`config.mk`:
```
export PLATFORM = sky130hd
export DESIGN_NAME = vector_execute_pipe
export DESIGN_NICKNAME = d
export VERILOG_FILES = /design/src/rtl/vector_execute_pipe.sv
export SDC_FILE = /design/constraint.sdc
export NUM_CORES = 2
export LEC_CHECK = 0
export ABC_CLOCK_PERIOD_IN_PS = 25500
export CAP_MARGIN = 20
export CORE_AREA = 4 4 298 300
export DETAILED_ROUTE_END_ITERATION = 7
export DIE_AREA = 0 0 302 304
export DONT_BUFFER_PORTS = 1
export GPL_ROUTABILITY_DRIVEN = 0
export HOLD_SLACK_MARGIN = 0.12
export MAX_ROUTING_LAYER = met4
export PLACE_DENSITY = 0.71
export SLEW_MARGIN = 20
export SYNTH_ARGS = -nofsm -noshare
export SYNTH_HDL_FRONTEND = slang
export SYNTH_SLANG_ARGS = --single-unit
```
`constraint.sdc`:
```
create_clock -name clk -period 25.5 [get_ports clk]
set_input_delay 7.65 -clock clk [delete_from_list [all_inputs] [get_ports clk]]
set_output_delay 7.65 -clock clk [all_outputs]
set_load 0.03 [all_outputs]
```
`src/rtl/vector_execute_pipe.sv`:
```
// Execute stage with a forwarded scalar ALU path and a multi-beat vector path.
// A valid/ready handshake on both sides; all results and flags are registered.
module vector_execute_pipe #(
  parameter int WIDTH        = 24,
  parameter int VECTOR_WIDTH = 8,
  parameter int LANES        = 2
) (
  input  logic                                    clk,
  input  logic                                    rst,
  input  logic                                    in_valid,
  output logic                                    in_ready,
  input  logic                                    isvector,
  input  logic [2:0]                              ALUControlE,
  input  logic                                    ALUSrcE,
  input  logic [WIDTH-1:0]                        data1,
  input  logic [WIDTH-1:0]                        data2,
  input  logic [WIDTH-1:0]                        data3,
  input  logic [WIDTH-1:0]                        forwardM,
  input  logic [WIDTH-1:0]                        forwardWB,
  input  logic [1:0]                              data1ForwardSelector,
  input  logic [1:0]                              data2ForwardSelector,
  input  logic [VECTOR_WIDTH-1:0][WIDTH-1:0]      A,
  input  logic [VECTOR_WIDTH-1:0][WIDTH-1:0]      B,
  output logic                                    out_valid,
  input  logic                                    out_ready,
  output logic [WIDTH-1:0]                        ALUResultE,
  output logic [WIDTH-1:0]                        data2AfterForward,
  output logic [VECTOR_WIDTH-1:0][WIDTH-1:0]      Out_v,
  output logic                                    N,
  output logic                                    Z,
  output logic                                    V,
  output logic                                    C,
  output logic                                    busy
);

  localparam int BEATS = VECTOR_WIDTH / LANES;
  localparam int BW    = (BEATS > 1) ? $clog2(BEATS) : 1;
  localparam int IW    = (VECTOR_WIDTH > 1) ? $clog2(VECTOR_WIDTH) : 1;

  typedef enum logic [1:0] {IDLE, RUN, DONE} state_t;

  typedef struct packed {
    logic [WIDTH-1:0] r;
    logic             n, z, v, c;
  } alu_t;

  function automatic alu_t alu(input logic [2:0] op, input logic [WIDTH-1:0] a, input logic [WIDTH-1:0] b);
    alu_t         o;
    logic [WIDTH:0] wide;
    logic [4:0]   sh;
    o    = '0;
    wide = '0;
    sh   = b[4:0];
    case (op)
      3'b000: begin
        wide = {1'b0, a} + {1'b0, b};
        o.r  = wide[WIDTH-1:0];
        o.c  = wide[WIDTH];
        o.v  = (a[WIDTH-1] == b[WIDTH-1]) && (o.r[WIDTH-1] != a[WIDTH-1]);
      end
      3'b001: begin
        wide = {1'b0, a} - {1'b0, b};
        o.r  = wide[WIDTH-1:0];
        o.c  = ~wide[WIDTH];  // no borrow means a >= b
        o.v  = (a[WIDTH-1] != b[WIDTH-1]) && (o.r[WIDTH-1] != a[WIDTH-1]);
      end
      3'b010: o.r = a & b;
      3'b011: o.r = a | b;
      3'b100: o.r = a ^ b;
      3'b101: o.r = (int'(sh) >= WIDTH) ? '0 : (a << sh);
      3'b110: o.r = (int'(sh) >= WIDTH) ? '0 : (a >> sh);
      default: o.r = b;
    endcase
    o.n = o.r[WIDTH-1];
    o.z = (o.r == '0);
    return o;
  endfunction

  state_t                               state, state_n;
  logic [BW-1:0]                        beat;
  logic [2:0]                           op_q;
  logic [VECTOR_WIDTH-1:0][WIDTH-1:0]   a_q, b_q;
  logic                                 acc_n, acc_z, acc_v, acc_c;
  logic [WIDTH-1:0]                     fwd1, fwd2;
  alu_t                                 sres;
  alu_t                                 lane_res [LANES];
  logic [IW-1:0]                        lane_idx [LANES];
  logic                                 beat_n, beat_z, beat_v, beat_c;
  logic                                 beat_last, accept;

  always_comb begin
    case (data1ForwardSelector)
      2'b01:   fwd1 = forwardWB;
      2'b10:   fwd1 = forwardM;
      default: fwd1 = data1;
    endcase
    case (data2ForwardSelector)
      2'b01:   fwd2 = forwardWB;
      2'b10:   fwd2 = forwardM;
      default: fwd2 = data2;
    endcase
    sres = alu(ALUControlE, fwd1, ALUSrcE ? data3 : fwd2);
  end

  // Lane l of the current beat handles element beat*LANES + l.
  always_comb begin
    beat_n = 1'b0;
    beat_z = 1'b1;
    beat_v = 1'b0;
    beat_c = 1'b0;
    for (int l = 0; l < LANES; l++) begin
      lane_idx[l] = IW'(int'(beat) * LANES + l);
      lane_res[l] = alu(op_q, a_q[lane_idx[l]], b_q[lane_idx[l]]);
      beat_n      = beat_n | lane_res[l].n;
      beat_z      = beat_z & lane_res[l].z;
      beat_v      = beat_v | lane_res[l].v;
      beat_c      = beat_c | lane_res[l].c;
    end
  end

  assign beat_last = (beat == BW'(BEATS - 1));
  assign accept    = in_valid && in_ready;

  // NOTE: every signal driven in always_comb gets a default first so no latch is inferred.
  always_comb begin
    state_n   = state;
    in_ready  = 1'b0;
    out_valid = 1'b0;
    busy      = 1'b0;
    case (state)
      IDLE: begin
        in_ready = 1'b1;
        if (in_valid) state_n = isvector ? RUN : DONE;
      end
      RUN: begin
        busy = 1'b1;
        if (beat_last) state_n = DONE;
      end
      DONE: begin
        out_valid = 1'b1;
        in_ready  = out_ready;
        if (out_ready) state_n = in_valid ? (isvector ? RUN : DONE) : IDLE;
      end
      default: state_n = IDLE;
    endcase
    // Nothing is offered as acceptable while reset is held.
    if (rst) in_ready = 1'b0;
  end

  // NOTE: sequential state uses non-blocking assignments only, so every flop samples pre-edge values.
  always_ff @(posedge clk or posedge rst) begin
    if (rst) begin
      state             <= IDLE;
      beat              <= '0;
      op_q              <= '0;
      a_q               <= '0;
      b_q               <= '0;
      acc_n             <= 1'b0;
      acc_z             <= 1'b1;
      acc_v             <= 1'b0;
      acc_c             <= 1'b0;
      ALUResultE        <= '0;
      data2AfterForward <= '0;
      Out_v             <= '0;
      {N, Z, V, C}      <= 4'b0000;
    end else begin
      state <= state_n;
      if (state == RUN) begin
        for (int l = 0; l < LANES; l++) Out_v[lane_idx[l]] <= lane_res[l].r;
        acc_n <= acc_n | beat_n;
        acc_z <= acc_z & beat_z;
        acc_v <= acc_v | beat_v;
        acc_c <= acc_c | beat_c;
        beat  <= beat + 1'b1;
        if (beat_last) begin
          N <= acc_n | beat_n;
          Z <= acc_z & beat_z;
          V <= acc_v | beat_v;
          C <= acc_c | beat_c;
        end
      end
      if (accept) begin
        if (isvector) begin
          a_q   <= A;
          b_q   <= B;
          op_q  <= ALUControlE;
          beat  <= '0;
          Out_v <= '0;
          acc_n <= 1'b0;
          acc_z <= 1'b1;
          acc_v <= 1'b0;
          acc_c <= 1'b0;
        end else begin
          ALUResultE        <= sres.r;
          data2AfterForward <= fwd2;
          {N, Z, V, C}      <= {sres.n, sres.z, sres.v, sres.c};
        end
      end
    end
  end

endmodule

```
==> metrics.md <==
| Metric | Value |
|---|---|
| Outcome | finished, violations left |
| Failing checks | design-rule violations |
| Worst-path clk slew | 60 ps |
| DR iter-0 viols | 7343 |
| Number of global-route vias before repair | 43760 |
| Post-synthesis to final-layout area growth | 5.924% |
| Dpl hpwl | 137.4 mm |
| Cell area after synthesis | 0.04769 mm² |
| RR Endpoint | Z |
| Period utilization | 0.6280 |
| Setup CP Type | input pin to output pin |
| R2R depth | 18 |
| CTS tree | done |
| WL/cell | 27.05 µm |
| Port bufs | 0 |
| Avg Inst Size Synth | 7.987 µm² |
| Crit path capture type | output pin |
| Largest net degree at the start of global routing | 183 |
| Ys async rst share | 1.000 |
| Crit path largest cell delay | 660 ps |
| Setup Fix Bufs, Post-CTS | 0 |
| WP depth | 2 |
| Startpoint types | input pin |
| Max frequency | 62.44 MHz |
| Die area | 0.09181 mm² |
| Core area | 0.08621 mm² |
| First drt pass iteration count | 8 |
| Final ANT Viol Nets | 0 |
| Post-synth EDFFs | 0 |
| Share of cells above drive strength 1 | 0.08073 |
| Max-slew violations | 0 |
| Final nets | 6478 |
| Setup TNS | 0 ps |
| Post-route DRC | 65 |
| Setup-failing EPs final | 0 |
| # clock sinks | 639 |
| Final WL | 187.4 mm |
| Count of final hold-check violations | 0 |
| Crit path time final | 16020 ps |
| Cts hold-fix bufs | 0 |
| Global Route Usage Sum | 0.4036 |
| Reg2reg setup slack | 17140 ps |
| Hold WC Path Type | flip-flop to flip-flop |
| Cell Chain, Critical Path | nor2b_1, nor3_2 |
| Crit Reg-Reg Startpoint | beat[1] |
| Post-Synthesis Net Count | 6743 |
| CP arrival | 8370 ps |
| Via count | 46760 |
| Syn Inst Count | 5971 |
| Starting Density | 0.5532 |
| DR vias/cell | 6.750 |
| Row cnt | 108 |
| Number of buffers created by CTS | 70 |
| Synthesis-stage register bit count | 639 |
| Crit path to | in_ready |
| First-pass GRT wire length | 277.3 mm |
| PostCTS Resize Cnt | 0 |
| Worst-Skew Late Latency | 690 ps |
| Crit-path max FO | 4 |
| CTS H-tree lvls | 3 |
| RSZ-0062 raised after global routing | no |
| Seq/Total Area, Yosys | 0.3353 |
| Worst path bufs/invs | 0 |
| Yosys warnings | 0 |
| Critical Path RT | 17850 ps |
| Slew @ Worst Pin | 1181 ps |
| Initial antenna violation count | 10 |
| Crit-path leading delay family | simple AND/OR/NAND/NOR gates |
| Cell variety after synth | 112 |
| Relative slew slack | 0.2088 |
| Crit path launch | out_ready |
| CTS Buffer Depth | 3 |
| Clock root buffer | clkbuf_16 |
| Setup Skew | 64.85 ps |
| Die H | 304 µm |
| Post-synth top flop | dfrtp_1 |
| Die width | 302 µm |
| Slowest cell on crit path | nor3_2 |
| Gr ovfl total | 0 |
| Max-cap violations | 0 |
| Num ports | 764 |
cells in the mapped netlist, types with 16 or more instances:
library cell     n  area [µm²]
xnor2_1         45       394.1
mux2i_1        202        2022
nor3_1          73       365.4
o21a_1          25       187.7
a211oi_1        74       555.5
o31ai_1         26       195.2
mux2_2          71       799.5
a22oi_1         71       533.0
mux4_2          98        2207
a31oi_1         52       325.3
inv_1          218       818.3
o22ai_1         34       212.7
dfrtp_1        638       15970
a21o_1          53       397.9
clkbuf_1       308        1156
nand3_1         64       320.3
buf_2           47       235.2
a221oi_1        45       394.1
a21oi_1        481        2407
nand2_1       1774        6659
a211o_1         19       166.4
o21ai_0        243        1216
nand2b_1        29       181.4
nor2_1         359        1348
buf_6           20       225.2
nor2b_1         36       225.2
a221o_1         37       370.4
o211ai_1        54       405.4
o21bai_1        26       195.2
nand4_1         16       100.1
and3_1          21       131.4
ha_1           249        3115
o221ai_1        34       297.8
buf_1           45       168.9
registers in the layout, summed over array words and instances, names as in the netlist:
signal             flops
Out_v                192
a_q                  192
b_q                  192
ALUResultE            24
data2AfterForward     24
op_q                   3
beat                   2
state                  2
C                      1
N                      1
V                      1
Z                      1
acc_c                  1
acc_n                  1
acc_v                  1
acc_z                  1
stage by stage:
step	instances	utilization	hold slack [ps]	setup WS (ps)	instance area [µm²]
CTS	6913	0.5850	472.0	9491	50430
floorplan	5971	-	440.1	9122	47690
global placement	6787	0.5574	451.9	9546	48050
detailed placement	6787	0.5574	457.2	9500	48050
finish	6927	0.5859	468.4	9485	50510
global route	6922	0.5858	482.5	9478	50500
worst min-delay path, stage by stage (launching register included):
cell and delay [ps]:
dfrtp_1 340, nand2_1 50, nand2_1 50
cell families (layout without fill, tap and decap cells):
kind of cell,count (synthesis),in the layout,share of synthesized area
simple gates,2468,2468,0.2105
compound gates,1507,1507,0.2092
buf+inv,668,457,0.05882
flops,639,639,0.3353
mux,382,382,0.1087
fa+ha+maj,255,255,0.06785
xor+xnor,52,52,0.009550
other cells,0,12,0
area by class of cell:
cell class,instances,area [µm²]
inverters,235,893.4
well taps,1155,1445
repair buffers,96,770.7
fillers,7844,35700
clock inverters,20,330.3
diodes,12,30.03
clock buffers,106,2047
flip-flops and latches,639,16000
multi-input cells,4664,29000
metal layers:
| layer | vias up | share of wire | GRT usage |
|---|---|---|---|
| met4 | 0 | 0.057 | 0.1678 |
| met5 | - | 0 | - |
| li1 | 20330 | - | - |
| met3 | 814 | 0.15 | 0.1630 |
| met2 | 3410 | 0.42 | 0.5699 |
| met1 | 22200 | 0.37 | 0.5137 |
how the worst min path moves through the flow:
stage | startpoint | endpoint | slack, ps | depth (start not counted)
2_1_floorplan | b_q[147] | b_q[147] | 440 | 2
3_3_place_gp | a_q[160] | a_q[160] | 450 | 2
3_5_place_dp | b_q[180] | b_q[180] | 460 | 2
4_1_cts | b_q[180] | b_q[180] | 470 | 2
5_1_grt | a_q[161] | a_q[161] | 480 | 2
6_report | a_q[152] | a_q[152] | 470 | 2
cell usage in the layout (no fill, tap or decap), types with 20 or more instances in the layout:
master,instances
o21bai_1,26
a211oi_1,74
o21ai_0,242
a22oi_1,71
o211ai_1,54
a21oi_1,479
nand3_1,62
nand2_1,1769
mux2i_1,202
nand2b_1,29
buf_4,92
o22ai_1,34
inv_1,217
clkbuf_1,20
a21o_1,53
mux4_2,98
and3_1,20
o221ai_1,34
dfrtp_1,635
nor3_1,71
a221o_1,37
a31oi_1,49
o31ai_1,26
clkbuf_16,70
nor2_1,355
a221oi_1,45
nor2b_1,36
o21a_1,25
ha_1,249
mux2_2,71
xnor2_1,45
Power is not shown: default switching activity piles up to over one toggle a cycle in this logic, so the estimate is an artifact.
